`config.mk`:
```
export PLATFORM = sky130hd
export DESIGN_NAME = fp32_norm_round
export DESIGN_NICKNAME = d
export VERILOG_FILES = /design/src/rtl/fp32_pkg.sv /design/src/rtl/lzc_27.sv /design/src/rtl/fp32_norm_round.sv
export SDC_FILE = /design/constraint.sdc
export NUM_CORES = 1
export LEC_CHECK = 0
export BUFFER_PORTS_ARGS = -buffer_cell sky130_fd_sc_hd__buf_4
export CAP_MARGIN = 20
export CORE_ASPECT_RATIO = 0.8
export CORE_MARGIN = 3
export CORE_UTILIZATION = 55
export CTS_BUF_LIST = sky130_fd_sc_hd__clkbuf_16
export CTS_CLUSTER_DIAMETER = 40
export DETAILED_ROUTE_END_ITERATION = 8
export GPL_ROUTABILITY_DRIVEN = 0
export PLACE_DENSITY = 0.88
export SKIP_LAST_GASP = 1
export SLEW_MARGIN = 0
export SYNTH_ARGS = -nofsm -noshare
export SYNTH_HDL_FRONTEND = slang
export SYNTH_SLANG_ARGS = --single-unit
```
`constraint.sdc`:
```
create_clock -name clk_n -period 7.43 [get_ports clk_n]
set_input_delay 1.486 -clock clk_n [delete_from_list [all_inputs] [get_ports clk_n]]
set_output_delay 1.486 -clock clk_n [all_outputs]
set_load 0.05 [all_outputs]
```
`src/rtl/fp32_pkg.sv`:
```
// rtl/fp32_pkg.sv - shared FP32 field widths, special codes, flag indices and stage record
package fp32_pkg;

  localparam int WIDTH = 32;
  localparam int EXP_W = 8;
  localparam int MAN_W = 23;
  localparam int BIAS  = 127;
  localparam int EXT_W = EXP_W + 2;

  localparam logic [1:0] SPC_NORM = 2'b00;
  localparam logic [1:0] SPC_ZERO = 2'b01;
  localparam logic [1:0] SPC_INF  = 2'b10;
  localparam logic [1:0] SPC_NAN  = 2'b11;

  localparam logic [WIDTH-1:0] QNAN = 32'h7FC0_0000;
  localparam logic [WIDTH-1:0] PINF = 32'h7F80_0000;

  // Biased exponent at which the result saturates to infinity.
  localparam logic [EXT_W-1:0] EXP_SAT = EXT_W'(2 * BIAS + 1);

  localparam int FLG_INV = 3;
  localparam int FLG_OVF = 2;
  localparam int FLG_UNF = 1;
  localparam int FLG_INX = 0;

  // Normalized entry: man[26] is the hidden one, [25:3] fraction, [2:0] guard/round/sticky.
  typedef struct packed {
    logic             sign;
    logic [EXT_W-1:0] exp;
    logic [MAN_W+3:0] man;
    logic [1:0]       special;
  } norm_t;

endpackage

```
`src/rtl/lzc_27.sv`:
```
// rtl/lzc_27.sv - leading-zero count over a 27-bit vector; all-zero input yields 27
module lzc_27 (
  input  logic [26:0] vec,
  output logic [4:0]  cnt
);

  always_comb begin
    cnt = 5'd27;
    for (int i = 0; i < 27; i++) begin
      if (vec[i]) cnt = 5'(26 - i);
    end
  end

endmodule

```
`src/rtl/fp32_norm_round.sv`:
```
// rtl/fp32_norm_round.sv - two-stage normalize / RNE round-and-pack with FTZ and valid/ready
module fp32_norm_round
  import fp32_pkg::*;
(
  input  logic             clk_n,
  input  logic             rst_n,
  input  logic             in_valid,
  output logic             in_ready,
  input  logic             in_sign,
  input  logic [EXP_W-1:0] in_exp,
  input  logic [MAN_W+4:0] in_man,
  input  logic [1:0]       in_special,
  output logic             out_valid,
  input  logic             out_ready,
  output logic [WIDTH-1:0] out_result,
  output logic [3:0]       out_flags
);

  logic             s1_valid_q, s1_valid_d;
  logic             s2_valid_q, s2_valid_d;
  norm_t            s1_q, s1_d;
  logic [WIDTH-1:0] res_q, res_d;
  logic [3:0]       flags_q, flags_d;

  logic             s1_adv, s2_adv;
  logic [4:0]       lzc;
  norm_t            norm;

  assign s2_adv   = ~s2_valid_q | out_ready;
  assign s1_adv   = ~s1_valid_q | s2_adv;
  assign in_ready = s1_adv;

  lzc_27 u_lzc (
    .vec (in_man[26:0]),
    .cnt (lzc)
  );

  // Stage 1: a carry shifts right once (folding the lost bit into sticky), otherwise shift the leading one to bit 26.
  always_comb begin
    norm.sign    = in_sign;
    norm.special = in_special;
    if (in_man[27]) begin
      norm.man = {in_man[27:2], in_man[1] | in_man[0]};
      norm.exp = {2'b00, in_exp} + 10'd1;
    end else begin
      norm.man = in_man[26:0] << lzc;
      norm.exp = {2'b00, in_exp} - {5'd0, lzc};
    end

    s1_valid_d = s1_adv ? in_valid : s1_valid_q;
    s1_d       = (s1_adv & in_valid) ? norm : s1_q;
  end

  logic             g_bit, r_bit, s_bit, rnd_up;
  logic [MAN_W:0]   frac_sum;
  logic [EXT_W-1:0] exp_f;

  // Stage 2: round to nearest even, then resolve specials, flush-to-zero and overflow.
  always_comb begin
    g_bit    = s1_q.man[2];
    r_bit    = s1_q.man[1];
    s_bit    = s1_q.man[0];
    rnd_up   = g_bit & (r_bit | s_bit | s1_q.man[3]);
    frac_sum = {1'b0, s1_q.man[25:3]} + {{MAN_W{1'b0}}, rnd_up};
    exp_f    = s1_q.exp + {{(EXT_W-1){1'b0}}, frac_sum[MAN_W]};

    res_d   = '0;
    flags_d = '0;
    case (s1_q.special)
      SPC_NAN: begin
        res_d            = QNAN;
        flags_d[FLG_INV] = 1'b1;
      end
      SPC_INF:  res_d = PINF | {s1_q.sign, {(WIDTH-1){1'b0}}};
      SPC_ZERO: res_d = {s1_q.sign, {(WIDTH-1){1'b0}}};
      default: begin
        if (s1_q.man == '0) begin
          res_d = {s1_q.sign, {(WIDTH-1){1'b0}}};
        end else if ($signed(s1_q.exp) <= $signed(10'd0)) begin
          res_d            = {s1_q.sign, {(WIDTH-1){1'b0}}};
          flags_d[FLG_UNF] = 1'b1;
          flags_d[FLG_INX] = 1'b1;
        end else if ($signed(exp_f) >= $signed(EXP_SAT)) begin
          res_d            = PINF | {s1_q.sign, {(WIDTH-1){1'b0}}};
          flags_d[FLG_OVF] = 1'b1;
          flags_d[FLG_INX] = 1'b1;
        end else begin
          res_d            = {s1_q.sign, exp_f[EXP_W-1:0], frac_sum[MAN_W-1:0]};
          flags_d[FLG_INX] = g_bit | r_bit | s_bit;
        end
      end
    endcase

    s2_valid_d = s2_adv ? s1_valid_q : s2_valid_q;
    if (!(s2_adv & s1_valid_q)) begin
      res_d   = res_q;
      flags_d = flags_q;
    end
  end

  always_ff @(negedge clk_n or negedge rst_n) begin
    if (!rst_n) begin
      s1_valid_q <= 1'b0;
      s2_valid_q <= 1'b0;
      s1_q       <= '0;
      res_q      <= '0;
      flags_q    <= '0;
    end else begin
      s1_valid_q <= s1_valid_d;
      s2_valid_q <= s2_valid_d;
      s1_q       <= s1_d;
      res_q      <= res_d;
      flags_q    <= flags_d;
    end
  end

  assign out_valid  = s2_valid_q;
  assign out_result = res_q;
  assign out_flags  = flags_q;

endmodule

```
==> summary.txt <==
Logic synthesis
  • Dominant cell type by area after synthesis: dfrtn_1
  • Ys flop type: dfrtn_1
  • Syn Inst Count: 662
  • Synth top cells by count: 91 x nand2_1, 78 x dfrtn_1, 75 x nor2_1
  • Yosys warns: 0
  • Post-synth EDFFs: 0
  • Net Count, Synth: 715
  • Netlist Area Pre-Place: 5597 µm²
  • Yosys top cell area share: 34.88%
  • Most numerous cell in the Yosys netlist: nand2_1
  • Ys async rst share: 100.0%
  • Yosys cell types: 62
  • Seq/Total Area, Yosys: 34.88%
  • Top cells by area, synth: dfrtn_1 35%, mux2i_1 6.8%, nand2_1 6.1%
  • Syn Area/Cell: around 8.5 µm²
  • #FFs+latches synth: 78

Clock tree
  • Num CTS Buffers: 9
  • TritonCTS clock tree: built
  • Clock latency at the later pin of the worst-skew pair: 0.34 ns
  • Worst-path clk slew: 0.04 ns
  • H-tree depth: 3
  • CTS sink cnt: 78
  • Max clock buf depth: 2
  • CTS root buf: clkbuf_16

Routing
  • Initial drt markers: around 740
  • Wirelength, routed: between 15 and 20 mm
  • Routed Antenna Nets: 0
  • DRC viols: 0
  • Vias per cell: 6.489
  • Via count: between 6000 and 7000
  • Per-cell routed wire length: 19.29 µm
  • First-pass DRT Iterations: 5

Critical path
  • Worst Reg-to-Reg Cells: 16
  • RR Endpoint: out_result[22]$_DFFE_NN0P_
  • CP endpoint kind: register
  • CP startpoint kind: input port
  • Kind of critical path: input port to register
  • Critical path required time: ~3.9 ns
  • Crit path max fanout: 3
  • Reg2Reg Setup Slack: 2.97 ns
  • CP Data Arrival Time: around 3.9 ns
  • Critical R2R Launch: s1_q[7]$_DFFE_NN0P_

Global routing
  • Global-route wire length before repair: ~29 mm
  • Largest net degree at the start of global routing: 79
  • Total gr overflow: 0
  • Initial antenna violation count: 0
  • Vias in the first global route: ~6000
  • Gr usage total: 30.83%

Status
  • Outcome: complete, no violations

Die
  • Die ar.: around 11000 µm²
  • Die W: 118.8 µm
  • Std cell rows: 32
  • Die H: ~96 µm
  • Top-Level Pins: 81
  • Starting density of the core: 57.29%
  • Core area: 9769 µm²

Placed design
  • Place WS: -0.3254 ns
  • Dpl hpwl: 13.20 mm
  • DP Area: 6867 µm²
  • I/O Buffers: 80

Min path
  • Worst hold path cell count: 2
  • Hold Path End: out_result[9]$_DFFE_NN0P_
  • Hold path start: out_result[9]$_DFFE_NN0P_
  • Hold WC Path Type: register to register

STA
  • Least-Margin Pin Slew: a little under 1 ns
  • Slack of the critical path: 0.01106 ns
  • Final Slew Violations: 0
  • Slew Limit Headroom: ~35%
  • Final Setup Violations: 0
  • Hold Fails Final Rpt: 0
  • Hold_ws: 0.4313 ns
  • Clock Skew: around 0.0054 ns
  • Unrepaired setup endpoints after global routing: yes

Finish
  • ANT cells: 0
  • Final nets: between 800 and 900
  • Design area: 7224 µm²
  • Filler Cells Inserted: roughly 650
  • Fraction of layout cells with a size suffix above 1: between 20% and 30%
  • Layout area overhead: 29.09%

Power
  • Total power: 1615 µW
  • Leakage: 0.003209 µW
  • Worst vdd ir: 188.0 µV
  • Pwr Density: between 200 and 250 nW/µm²

Job
  • Max_cap viols: 0
## layout by cell type (no fill, tap or decap), drive strengths merged, types with 4 or more instances in the layout
cell	n
a21oi	39
a221o	9
a221oi	14
a22oi	5
a31oi	11
and2	8
and3	8
buf	152
clkbuf	9
dfrtn	78
ha	9
inv	13
mux2	22
mux2i	38
nand2	91
nand2b	8
nand3	16
nand4	5
nor2	75
nor2b	6
nor3	10
nor4	11
o211ai	10
o21a	4
o21ai	52
o221ai	5
o22ai	9
or3	4
xnor2	18
xor2	17
## sequential cells by signal, summed over array words and instances (netlist names)
signal and count:
g_bit 1, out_flags 4, r_bit 1, out_valid 1
s1_q 38, out_result 32, s1_valid_q 1
## layer usage
| metal | GRT usage, % | up-vias | routed length [µm] |
|---|---|---|---|
| met1 | 36.43 | 2836 | 6836 |
| met5 | 0 | - | 0 |
| met4 | 10.99 | 0 | 646 |
| met2 | 52.96 | 418 | 8459 |
| met3 | 10.58 | 105 | 1996 |
| li1 | - | 2676 | - |
## layout make-up
class                   count  area (µm²)  area share, %
clock buffers               9       225.2          3.117
clock inverters             6       78.83          1.091
inverters                  12       47.55         0.6581
multi-input cells         537        3590          49.69
flip-flops and latches     78        1952          27.02
well taps                 136       170.2          2.355
repair buffers            152        1161          16.07
## logic make-up after synthesis
| kind of cell | Yosys count | synth area share (%) |
|---|---|---|
| AND/OR/NAND/NOR | 248 | 20.17 |
| buffers and inverters | 47 | 3.577 |
| multiplexers | 60 | 11.29 |
| XOR/XNOR | 35 | 5.477 |
| flip-flops | 78 | 34.88 |
| AO/OA/AOI/OAI | 184 | 22.24 |
| adder cells (fa/ha/maj) | 10 | 2.370 |
## report_power, final
group / internal [µW] / switching (µW)
clock network: 289 / 161
logic: 211 / 367
registers: 508 / 79.4
total: 1010 / 607
## worst max-delay path by stage
| stage | startpoint | end | slack (ns) | cells past startpoint |
|---|---|---|---|---|
| global placement | in_man[10] | s1_q[35]$_DFFE_NN0P_ | -0.16 | 15 |
| CTS | in_man[10] | s1_q[34]$_DFFE_NN0P_ | 0.02 | 14 |
| finish | in_man[1] | s1_q[34]$_DFFE_NN0P_ | 0.01 | 15 |
| detailed placement | in_man[10] | s1_q[34]$_DFFE_NN0P_ | -0.33 | 14 |
| floorplan | in_man[4] | s1_q[34]$_DFFE_NN0P_ | -0.14 | 15 |
| global route | in_man[1] | s1_q[34]$_DFFE_NN0P_ | -0.05 | 15 |
## timing repair
action                                  CTS  global route
hold buffers                              0             0
endpoints found under the setup margin    0            12
resized for setup                         0            14
buffers inserted                          0             2
## critical path: stages
cell and delay, ns:
buf_4 0.12, nand2b_1 0.15, a221oi_2 0.24, o211ai_1 0.19, o211ai_2 0.22, inv_2 0.08, ha_4 0.17, nor2b_1 0.10
o21ai_1 0.10, a21boi_1 0.24, o21ai_1 0.13, nor3b_2 0.17, a41oi_1 0.22, xor2_1 0.17, o21ai_1 0.07
## stage by stage
step                util, %  instances  TNS, ns
finish                73.95        930        0
global route          73.95        930  -0.1595
floorplan                 -        662  -0.4534
CTS                   73.40        928        0
global placement      70.29        913   -1.917
detailed placement    70.29        913   -3.993
No activity file was read; power rests on OpenSTA's default activity.
